`src/rtl/time_set_ctrl.sv`:
```
// Time-setting mode controller for a clock display.
// Drives count pulses, mode state and field blinking.
//
// Ports:
//   clk, rst            clock, sync active-high reset
//   btn_mode/up/down    debounced one-cycle button pulses
//   sec_co, min_co      carry pulses from sec/min counters
//   sec_en/min_en/hr_en count-up pulses (registered)
//   sec_di/min_di/hr_di count-down pulses (registered)
//   state               00 RUN, 01 SET_HR, 10 SET_MIN, 11 SET_SEC
//   blink_mask          {hr, min, sec} blanking bits
module time_set_ctrl #(
    parameter int TICK_DIV  = 50000000,
    parameter int BLINK_DIV = 25000000,
    parameter int IDLE_SEC  = 10
) (
    input  logic       clk,
    input  logic       rst,
    input  logic       btn_mode,
    input  logic       btn_up,
    input  logic       btn_down,
    input  logic       sec_co,
    input  logic       min_co,
    output logic       sec_en,
    output logic       min_en,
    output logic       hr_en,
    output logic       sec_di,
    output logic       min_di,
    output logic       hr_di,
    output logic [1:0] state,
    output logic [2:0] blink_mask
);

    localparam int PW = (TICK_DIV > 1) ? $clog2(TICK_DIV) : 1;
    localparam int BW = (BLINK_DIV > 1) ? $clog2(BLINK_DIV) : 1;
    localparam logic [PW-1:0] PMAX = PW'(TICK_DIV - 1);
    localparam logic [BW-1:0] BMAX = BW'(BLINK_DIV - 1);
    localparam logic [3:0]    IMAX = 4'(IDLE_SEC);

    typedef enum logic [1:0] {
        RUN     = 2'b00,
        SET_HR  = 2'b01,
        SET_MIN = 2'b10,
        SET_SEC = 2'b11
    } state_t;

    state_t        st_q, st_d;
    logic [PW-1:0] presc_q, presc_d;
    logic          tick_q, tick_d;
    logic [3:0]    idle_q, idle_d;
    logic [BW-1:0] bcnt_q, bcnt_d;
    logic          phase_q, phase_d;
    logic [2:0]    en_d, di_d, mask_d;

    logic in_set, run, wrap, chg, any_btn, req_up, req_dn;
    logic sel_hr, sel_min, sel_sec;

    always_comb begin
        st_d    = st_q;
        presc_d = presc_q;
        tick_d  = 1'b0;
        idle_d  = idle_q;
        bcnt_d  = bcnt_q;
        phase_d = phase_q;
        en_d    = 3'b000;
        di_d    = 3'b000;
        mask_d  = 3'b000;

        in_set  = (st_q != RUN);
        run     = (st_q == RUN);
        wrap    = (presc_q == PMAX);
        any_btn = btn_mode | btn_up | btn_down;
        sel_hr  = (st_q == SET_HR);
        sel_min = (st_q == SET_MIN);
        sel_sec = (st_q == SET_SEC);

        // mode press wins; any press counts as activity
        if (btn_mode)
            st_d = state_t'(st_q + 2'd1);
        else if (in_set && !any_btn && idle_q == IMAX)
            st_d = RUN;
        chg = (st_d != st_q);

        // tick is registered, so sec_en lands two edges after wrap
        if (chg || wrap)
            presc_d = '0;
        else
            presc_d = presc_q + 1'b1;
        tick_d = wrap && !chg;

        if (!in_set || chg || any_btn)
            idle_d = 4'd0;
        else if (wrap)
            idle_d = idle_q + 4'd1;

        if (!in_set || chg) begin
            bcnt_d  = '0;
            phase_d = 1'b0;
        end else if (bcnt_q == BMAX) begin
            bcnt_d  = '0;
            phase_d = ~phase_q;
        end else begin
            bcnt_d = bcnt_q + 1'b1;
        end

        // up/down pair or mode press cancels the request
        req_up = in_set && btn_up && !btn_down && !btn_mode;
        req_dn = in_set && btn_down && !btn_up && !btn_mode;

        en_d[0] = (run && tick_q) || (req_up && sel_sec);
        en_d[1] = (run && sec_co) || (req_up && sel_min);
        en_d[2] = (run && min_co) || (req_up && sel_hr);
        di_d    = {req_dn && sel_hr, req_dn && sel_min, req_dn && sel_sec};

        unique case (st_d)
            SET_HR:  mask_d = {phase_d, 2'b00};
            SET_MIN: mask_d = {1'b0, phase_d, 1'b0};
            SET_SEC: mask_d = {2'b00, phase_d};
            default: mask_d = 3'b000;
        endcase
    end

    always_ff @(posedge clk) begin
        if (rst) begin
            st_q       <= RUN;
            presc_q    <= '0;
            tick_q     <= 1'b0;
            idle_q     <= 4'd0;
            bcnt_q     <= '0;
            phase_q    <= 1'b0;
            sec_en     <= 1'b0;
            min_en     <= 1'b0;
            hr_en      <= 1'b0;
            sec_di     <= 1'b0;
            min_di     <= 1'b0;
            hr_di      <= 1'b0;
            blink_mask <= 3'b000;
        end else begin
            st_q       <= st_d;
            presc_q    <= presc_d;
            tick_q     <= tick_d;
            idle_q     <= idle_d;
            bcnt_q     <= bcnt_d;
            phase_q    <= phase_d;
            sec_en     <= en_d[0];
            min_en     <= en_d[1];
            hr_en      <= en_d[2];
            sec_di     <= di_d[0];
            min_di     <= di_d[1];
            hr_di      <= di_d[2];
            blink_mask <= mask_d;
        end
    end

    assign state = st_q;

endmodule
```
`config.mk`:
```
export PLATFORM = sky130hd
export DESIGN_NAME = time_set_ctrl
export DESIGN_NICKNAME = d
export VERILOG_FILES = /design/src/rtl/time_set_ctrl.sv
export SDC_FILE = /design/constraint.sdc
export NUM_CORES = 1
export LEC_CHECK = 0
export BUFFER_PORTS_ARGS = -buffer_cell sky130_fd_sc_hd__buf_2
export CAP_MARGIN = 10
export CORE_MARGIN = 10
export CORE_UTILIZATION = 45
export CTS_BUF_LIST = sky130_fd_sc_hd__clkbuf_4
export DETAILED_ROUTE_END_ITERATION = 16
export HOLD_SLACK_MARGIN = 0.15
export REMOVE_ABC_BUFFERS = 1
export SYNTH_ARGS = -nofsm -noshare
export SYNTH_HDL_FRONTEND = slang
export SYNTH_SLANG_ARGS = --single-unit
```
`constraint.sdc`:
```
create_clock -name clk -period 2.7 [get_ports clk]
set_clock_uncertainty 0.15 [all_clocks]
set_input_delay 0.27 -clock clk [delete_from_list [all_inputs] [get_ports clk]]
set_output_delay 0.27 -clock clk [all_outputs]
set_load 0.1 [all_outputs]
```
# After elaboration in Yosys (flattened, before gate mapping)
# Cells that the tools add are included.
[totals]
regBits = 68
output_inout_bits = 11
wordCells = 70
[classes]
n_addsub = 4
eq_ne = 10
muxes = 5
n_bitwise = 3
n_reduce_logical = 35
[op_table]
columns = ["cell", "count"]
rows = [
  ["$add 26x1->26 const B", 1],
  ["$eq 26x26->1 const B", 1],
  ["$add 25x1->25 const B", 1],
  ["$eq 25x25->1 const B", 1],
  ["$logic_and 1x1->1", 18],
  ["$pmux 3 s3", 1],
  ["$eq 2x2->1 const B", 4],
  ["$logic_not 1->1", 6],
  ["$logic_or 1x1->1", 6],
  ["$add 4x1->4 const B", 1],
  ["$eq 2x1->1 const B", 2],
  ["$eq 4x4->1 const B", 1],
  ["$mux 2", 2],
  ["$reduce_or 2->1", 2],
  ["$reduce_or 3->1", 1],
  ["$add 2x1->2 const B", 1],
  ["$logic_not 2->1", 1],
  ["$mux 1", 2],
  ["$ne 2x2->1", 1],
  ["$or 1x1->1", 2],
  ["$reduce_bool 2->1", 1],
  ["$not 1->1", 1],
]

# Logic depth before layout (Yosys ltp)
# Gate-level depths: netlist (run 1).
[depth]
depth_word = 11
ltp_mapped = 8

# Worst setup path after synthesis (run 1)
# No wires, ideal clock.
[synth_timing]
path_kind = "reg2reg"
startpoint = "register st_q[0], in the netlist state[0]"
endpoint = "register presc_q[9]"
setup_ps = 115
arrival_time_ps = 2662
required_time_ps = 2435
slack_ps = -227
stages_incl_launch_ff = 9
n_path_buf = 2
synth_period_minus_slack_ps = 2927
cell_sequence = "dfxtp_1 > inv_1 > ha_1 > or4_4 > o31ai_4 > or2_1 > buf_4 > buf_6 > nor2_1"
[synth_via]
elab_chain_len = 8
elab_cells_between_ends = 9
cone_classes = "1 x add/sub; 1 x eq/ne; 2 x mux; 5 x reduce/logical"
[synth_rtl]
columns = ["item", "line_no", "source"]
rows = [
  ["start: declaration", "47", "state_t st_q, st_d;"],
  ["start signal: assignment", "139", "st_q <= st_d;"],
  ["$reduce_bool 2->1", "69", "in_set = (st_q != RUN);"],
  ["$logic_and 1x1->1 (2 in series)", "80", "else if (in_set && !any_btn && idle_q == IMAX)"],
  ["$mux 2", "80", ""],
  ["$mux 2", "78", "if (btn_mode)"],
  ["$ne 2x2->1 *", "82", "chg = (st_d != st_q);"],
  ["$logic_or 1x1->1 *", "85", "if (chg || wrap)"],
  ["$reduce_or 2->1 (no source line) *", "--", ""],
  ["end signal: assignment", "140", "presc_q <= presc_d;"],
  ["end: declaration", "48", "logic [PW-1:0] presc_q, presc_d;"],
]
# Mark *: on every way between the ends. The rest lies on a longest branch, timed or not.
# A chain may end at the register's enable or synchronous reset.

# Worst setup path in the final report (run 1)
[layout_timing]
startpoint = "register st_q[0], in the netlist state[0]"
endpoint = "register st_q[0], in the netlist state[0]"
[layout_via]
elab_chain_len = 5
elab_cells_between_ends = 6
cone_classes = "1 x add/sub; 2 x mux; 3 x reduce/logical"
[layout_rtl]
columns = ["item", "line_no"]
rows = [
  ["$reduce_bool 2->1", "69"],
  ["$logic_and 1x1->1 (2 in series)", "80"],
  ["$mux 2", "80"],
  ["$mux 2 *", "78"],
]
# Marked as above.

==> results.ini, run 1 <==
[synth]
synthArstFlopShare = 0
synth.avg_cell_area_um2 = 8.89
synth_top_area_cell = sky130_fd_sc_hd__dfxtp_1
syn-cell-area_mm2 = 0.00303
yosysMostFrequentCell = sky130_fd_sc_hd__nor2_1
yosys_warnings = 0
synthDominantCellAreaShare = 0.449
yosys_most_used_dff = sky130_fd_sc_hd__dfxtp_1
synth_seq_area_share = 0.449
synth.ff_latch_count = 68
count_of_flip_flops_with_a_built_in_enable_after_synthesis = 0
syn_inst = 341
biggest_area_contributors_in_the_synthesized_netlist = sky130_fd_sc_hd__dfxtp_1, sky130_fd_sc_hd__nor2_1, sky130_fd_sc_hd__xnor2_1
synth_cell_type_count = 34
synth_top_cells_by_count = sky130_fd_sc_hd__nor2_1, sky130_fd_sc_hd__dfxtp_1, sky130_fd_sc_hd__xnor2_1, sky130_fd_sc_hd__xor2_1, sky130_fd_sc_hd__nand3_1

[global_route]
grt_overflow_total = 0
grt_start_max_net_pins = 26
number_of_antenna_violations_at_the_first_check_in_global_routing = 0
first_pass_grt_wire_length_um = 10000
via_count_of_the_first_global_routing_pass = 2196
grt_use_total = 0.120

[critical_path]
crit-reg2reg-launch = state[0]
worstRegToRegCells = 8
arrival_ps = 2690
register_to_register_setup_slack_ps = 170
startpoint_type = flop
critical_path.startpoint = state[0]
worst_setup_endpoint = state[0]
crit-reg2reg-capture = state[0]
criticalPathCategory = flop to flop
worstPathMaxFanout = 6
endpoint_class_of_the_critical_path = flop
data_required_time_at_the_worst_endpoint_ps = 2860

[timing]
timing.slew.headroom = 0.570
grt_setup_unrepaired = false
hold_slack_ps = 197
timing.final.hold_violations = 0
timing_worst_slew_pin_value_ps = 643
setup_tns_ps = 0
finalSetupViolCount = 0
final_period_minus_worst_setup_slack_ps = 2530
max_freq_ghz = 0.395
period_share = 0.937
timing_max_transition_violations_final = 0

[detailed_routing]
finalWirelength_um = 5540
drt_iter0_markers = 106
drc_errors = 0
first_pass_iters = 4
avgRoutedWirePerCell_um = 12.2
drt-vias-per-instance = 5.06
detailroute.via_count = 2291
antenna_left = 0

[die]
die_h_um = 102
boundaryPins = 18
initial_core_util = 0.469
placementRows = 29
core_mm2 = 0.00646
dieWidth_um = 102
dieArea_mm2 = 0.0104

[place]
post-dp-hpwl_um = 3830
dp.cells = 430
place.gp.congestion = 0.774
io_buffer_count = 17

[layout]
fill_cells = 617
area_growth_syn_to_layout_pct = 13.0
nets_final = 386
num_antenna_cells = 0
layout.cells.non_filler = 453
utilization = 0.530
drive_above_1_share = 0.114

[cts]
post_cts.repair.setup_buffers = 0
clk_transition_reported_paths_ps = 120
worstSkewPairLatency_ps = 410
clockBufferDepth = 2
tritoncts.num_buffers = 9
clock-root-buffer = sky130_fd_sc_hd__clkbuf_4
htree_num_levels = 3
cts_num_sinks = 68
tritoncts = done

[power]
netSwitchingPower_uw = 442
peakVddDrop_mv = 0.272
cell_leakage_power_uw = 0.00117
combinationalPowerShare = 0.051
seq_power_share = 0.521
clockPowerShare = 0.428
p_per_area_mw_per_mm2 = 568
internal-power_uw = 1500
p_sw_frac = 0.227

[status]
outcome = completed

[worst_hold_path]
hold_path.class = input port to flop

[job]
drv_cap = 0

==> cell families after synthesis <==
family          after synthesis  synth area share
compound gates               13            0.0347
xor+xnor                     50             0.144
fa+ha+maj                     8            0.0330
buf+inv                      19            0.0376
flops                        68             0.449
simple gates                183             0.301
==> sequential cells by signal, indices dropped and copies added (netlist names), 2 cells and up <==
register and cells:
bcnt_q 25, presc_q 26, state 2, idle_q 4
blink_mask 3
==> power by group through the flow <==
stage | sequential [uW] | combinational [uW] | clock (uW)
final | 1010 | 98.6 | 833
after global routing | 1020 | 108 | 914
after CTS | 1010 | 97.9 | 863
after detailed placement | 1040 | 89.0 | 0
after global placement | 1040 | 88.7 | 0
after floorplan | 1070 | 33.6 | 0
==> per-stage QoR <==
stage               setup slack [ps]  power (uW)  instance area [um^2]
CTS                              134        1980                  3420
finish                           171        1950                  3430
floorplan                       -422        1100                  2950
global placement                 459        1130                  3170
detailed placement               364        1130                  3170
global route                    32.0        2040                  3430
==> how the worst min path moves through the flow <==
stage | to | cells past startpoint | from
final | presc_q[6] | 4 | btn_up
after global routing | presc_q[6] | 4 | btn_up
after CTS | presc_q[6] | 4 | btn_up
after detailed placement | bcnt_q[0] | 1 | bcnt_q[0]
after global placement | bcnt_q[0] | 1 | bcnt_q[0]
after floorplan | hr_en | 1 | rst
==> critical path: stages (launching register included) <==
cell and delay [ps]:
sky130_fd_sc_hd__dfxtp_1 440, sky130_fd_sc_hd__inv_1 120, sky130_fd_sc_hd__ha_1 230, sky130_fd_sc_hd__or4_4 460
sky130_fd_sc_hd__o21ai_0 180, sky130_fd_sc_hd__nor2_1 70, sky130_fd_sc_hd__a21oi_2 170, sky130_fd_sc_hd__nor2_1 50
sky130_fd_sc_hd__dlygate4sd3_1 550
==> cell usage in the layout, fill, tap and decap left out, types with 3 or more instances in the layout <==
cell | Yosys | routed
sky130_fd_sc_hd__dlygate4sd3_1 | 0 | 7
sky130_fd_sc_hd__xnor2_1 | 25 | 25
sky130_fd_sc_hd__and4_1 | 5 | 5
sky130_fd_sc_hd__nor2_1 | 78 | 78
sky130_fd_sc_hd__buf_4 | 1 | 5
sky130_fd_sc_hd__nand2_1 | 19 | 19
sky130_fd_sc_hd__inv_1 | 9 | 9
sky130_fd_sc_hd__nor3_1 | 11 | 11
sky130_fd_sc_hd__ha_1 | 8 | 8
sky130_fd_sc_hd__nand4_1 | 18 | 18
sky130_fd_sc_hd__buf_2 | 0 | 17
sky130_fd_sc_hd__and3_1 | 8 | 8
sky130_fd_sc_hd__a22oi_1 | 3 | 3
sky130_fd_sc_hd__bufinv_16 | 0 | 3
sky130_fd_sc_hd__xor2_1 | 25 | 25
sky130_fd_sc_hd__clkbuf_4 | 0 | 9
sky130_fd_sc_hd__nand3_1 | 21 | 21
sky130_fd_sc_hd__and2_1 | 5 | 5
sky130_fd_sc_hd__dfxtp_1 | 68 | 68
sky130_fd_sc_hd__o21ai_0 | 3 | 3
sky130_fd_sc_hd__nor4_1 | 6 | 6
==> layout make-up <==
class	instances	area, um^2	area share
Inverter	9	33.8	0.00986
Clock inverter	7	114	0.0332
Multi-Input combinational cell	254	1560	0.455
Clock buffer	9	67.6	0.0197
Sequential cell	68	1360	0.397
Tap cell	77	96.3	0.0281
Timing Repair Buffer	29	193	0.0562
==> timing repair <==
item,CTS,global route
endpoints found under the setup margin,0,1
resized for setup,0,1
endpoints found under the hold margin,13,0
hold buffers,7,0
==> per-layer routing <==
layer / vias up / part of all wire / wire [um] / global-route usage
met5: - / 0 / 0 / 0
met4: 0 / 0.021 / 114 / 0.0716
met3: 10 / 0.040 / 219 / 0.0337
met2: 29 / 0.43 / 2360 / 0.174
met1: 1033 / 0.51 / 2840 / 0.154
li1: 1219 / - / - / -
Power figures use the tool's default switching activity.
==> run 2: changes to the inputs <==
- GPL_TIMING_DRIVEN: unset -> 0
- clock period: 2.7 -> 3.25 ns (I/O delays scaled with it)
==> run 2 against run 1 <==
Clock power shrank 48%. Sequential share of layout area grew 1.9 points. Non-clock buffer count shrank 8. Utilization decreased by 2.4 points. Register-to-register slack gained 260 ps. Via count fell by 0.13%. Sequential cell count stayed put. Final cell count decreased by 2.0%. Final area shrank 4.5%. First-iteration DRC count fell by 54%. Combinational power down 25%. Critical endpoint is now presc_q[7]. Global-route usage down 1.3 points.
==> results.ini, run 2 (synthesis gave the netlist of run 1 again) <==
[power]
peakVddDrop_mv = 0.184  ; was 0.272 mV
cell_leakage_power_uw = 0.00109  ; was 0.00117 uW
p_per_area_mw_per_mm2 = 413  ; was 568 mW/mm^2
netSwitchingPower_uw = 351  ; was 442 uW
combinationalPowerShare = 0.055  ; was 0.051
internal-power_uw = 1000  ; was 1500 uW
seq_power_share = 0.623  ; was 0.521
p_sw_frac = 0.259  ; was 0.227
clockPowerShare = 0.322  ; was 0.428

[critical_path]
register_to_register_setup_slack_ps = 430  ; was 170 ps
crit-reg2reg-capture = presc_q[7]  ; was state[0]
crit-reg2reg-launch = state[0]  ; unchanged
critical_path.top_delay_family = simple AND/OR/NAND/NOR gates  ; was buffers and inverters
endpoint_class_of_the_critical_path = flop  ; unchanged
path_depth = 6  ; was 8
startpoint_type = flop  ; unchanged
critical_path.cell_chain = inv_1, ha_1, or4_4, o31ai_4, or2_1, nor2_1  ; was inv_1, ha_1, or4_4, o21ai_0, nor2_1, a21oi_2, nor2_1, dlygate4sd3_1
criticalPathCategory = flop to flop  ; unchanged
worst_path_max_delay_cell = sky130_fd_sc_hd__or2_1  ; was sky130_fd_sc_hd__dlygate4sd3_1
critical_path.max_stage_delay_ps = 740  ; was 550 ps
worstPathMaxFanout = 25  ; was 6
arrival_ps = 2930  ; was 2690 ps
timing.critical_path.buf_inv = 1  ; was 2
data_required_time_at_the_worst_endpoint_ps = 3360  ; was 2860 ps
worstRegToRegCells = 6  ; was 8

[global_route]
first_pass_grt_wire_length_um = 9050  ; was 10000 um
via_count_of_the_first_global_routing_pass = 2090  ; was 2196
number_of_antenna_violations_at_the_first_check_in_global_routing = 0  ; unchanged
grtUsageMet2 = 0.166  ; was 0.174
grt_start_max_net_pins = 26  ; unchanged
grt_overflow_total = 0  ; unchanged
grt_use_total = 0.107  ; was 0.120
met3_usage = 0.0344  ; was 0.0337
grt_busiest_layer = met2  ; unchanged
grtUsageMet1 = 0.127  ; was 0.154

[timing]
final_period_minus_worst_setup_slack_ps = 2820  ; was 2530 ps
max_freq_ghz = 0.355  ; was 0.395 GHz
period_share = 0.867  ; was 0.937
grt_setup_unrepaired = false  ; unchanged
setup_tns_ps = 0  ; unchanged
timing_worst_slew_pin_value_ps = 890  ; was 643 ps
timing.final.hold_violations = 0  ; unchanged
timing_max_transition_violations_final = 0  ; unchanged
timing.slew.headroom = 0.407  ; was 0.570
finalSetupViolCount = 0  ; unchanged

[detailed_routing]
first_pass_iters = 4  ; unchanged
drt_iter0_markers = 49  ; was 106
detailroute.via_count = 2288  ; was 2291
drt-vias-per-instance = 5.15  ; was 5.06
avgRoutedWirePerCell_um = 12.0  ; was 12.2 um
drc_errors = 0  ; unchanged
antenna_left = 0  ; unchanged
finalWirelength_um = 5310  ; was 5540 um

[cts]
clk_transition_reported_paths_ps = 110  ; was 120 ps
post_cts_resized = 0  ; unchanged
worstSkewPairLatency_ps = 420  ; was 410 ps
tritoncts.num_buffers = 9  ; unchanged
post_cts.repair.setup_buffers = 0  ; unchanged
clockBufferDepth = 2  ; unchanged
clock-root-buffer = sky130_fd_sc_hd__clkbuf_4  ; unchanged
htree_num_levels = 3  ; unchanged
tritoncts = done  ; unchanged
cts_num_sinks = 68  ; unchanged
post_cts_hold_buffer_count = 4  ; was 7

[worst_hold_path]
hp-start = btn_down  ; was btn_up
timing.hold.worst_path_depth = 3  ; was 4
hold_path.class = input port to flop  ; unchanged
hold-path-endpoint = hr_di  ; was presc_q[6]

[place]
io_buffer_count = 17  ; unchanged
post-dp-hpwl_um = 3760  ; was 3830 um
place.gp.congestion = 0.750  ; was 0.774
dp.cells = 425  ; was 430

[die]
placementRows = 29  ; unchanged
boundaryPins = 18  ; unchanged
dieArea_mm2 = 0.0104  ; unchanged
die_h_um = 102  ; unchanged
dieWidth_um = 102  ; unchanged
initial_core_util = 0.469  ; unchanged
core_mm2 = 0.00646  ; unchanged

[layout]
multi_input_comb_area_mm2 = 0.00156  ; about the same
most_used_cells_in_the_layout_excluding_fill_and_tap_cells = sky130_fd_sc_hd__nor2_1, sky130_fd_sc_hd__dfxtp_1, sky130_fd_sc_hd__xnor2_1, sky130_fd_sc_hd__xor2_1, sky130_fd_sc_hd__nand3_1  ; unchanged
most_common_library_cell_in_the_layout_ignoring_fill_and_taps = sky130_fd_sc_hd__nor2_1  ; unchanged
fill_cells = 642  ; was 617
layout.cells.non_filler = 444  ; was 453
top_regs = presc_q: 26 flops, bcnt_q: 25 flops, idle_q: 4 flops  ; unchanged
area_growth_syn_to_layout_pct = 7.97  ; was 13.0%
largest_register = presc_q  ; unchanged
largest_register_ffs = 26  ; unchanged
num_antenna_cells = 0  ; unchanged
drive_above_1_share = 0.0981  ; was 0.114
seqCellArea_mm2 = 0.00136  ; unchanged
nets_final = 378  ; was 386

[job]
drv_cap = 0  ; unchanged

[status]
outcome = completed  ; unchanged

==> run 2: changes by cell type in the layout (fill, tap and decap cells not counted), sizes merged <==
cell         before  now
dlygate4sd3       7    4
clkinvlp          1    2
buf              22   17
bufinv            3    0
inv              10    9
clkinv            2    4
==> run 2: power by group through the flow <==
stage          clock network [uW]  registers [uW]  logic [uW]
2_1_floorplan                   0             887        27.9
3_3_place_gp                    0             862        70.3
3_5_place_dp                    0             862        71.1
4_1_cts                       453             843        75.0
5_1_grt                       489             844        81.3
6_report                      436             843        73.8
==> run 2: cell type report <==
cell class	count	share of cell area
multi-input combinational	254	0.476
sequential	68	0.416
tap	77	0.0294
clock buffer	9	0.0206
inverter	9	0.0103
clock inverter	6	0.00994
timing repair buffer	21	0.0382
==> run 2: worst min-delay path: stages <==
cell and delay [ps]:
sky130_fd_sc_hd__buf_2 100, sky130_fd_sc_hd__and3_1 180, sky130_fd_sc_hd__and2_1 120
==> run 2: per-stage QoR <==
stage	worst slack [ps]	hold WS, ps	total power [uW]	instance area, um^2	util
after floorplan	128	247	914	2950	-
after global placement	438	290	932	3130	0.485
after detailed placement	375	302	933	3130	0.485
after CTS	363	165	1370	3270	0.507
after global routing	200	180	1410	3270	0.507
final	432	187	1350	3270	0.507
==> run 2: layer usage <==
layer	share of wire	vias to the layer above	wire, um
met5	0	-	0
met2	0.43	27	2260
li1	-	1202	-
met3	0.046	15	242
met1	0.51	1044	2680
met4	0.023	0	123
==> run 2: worst max path at each step <==
stage	startpoint	to	slack (ps)
5_1_grt	state[0]	presc_q[7]	200
4_1_cts	state[0]	presc_q[7]	360
6_report	state[0]	presc_q[7]	430
2_1_floorplan	state[0]	presc_q[10]	130
3_3_place_gp	state[0]	presc_q[5]	440
3_5_place_dp	state[0]	presc_q[24]	370
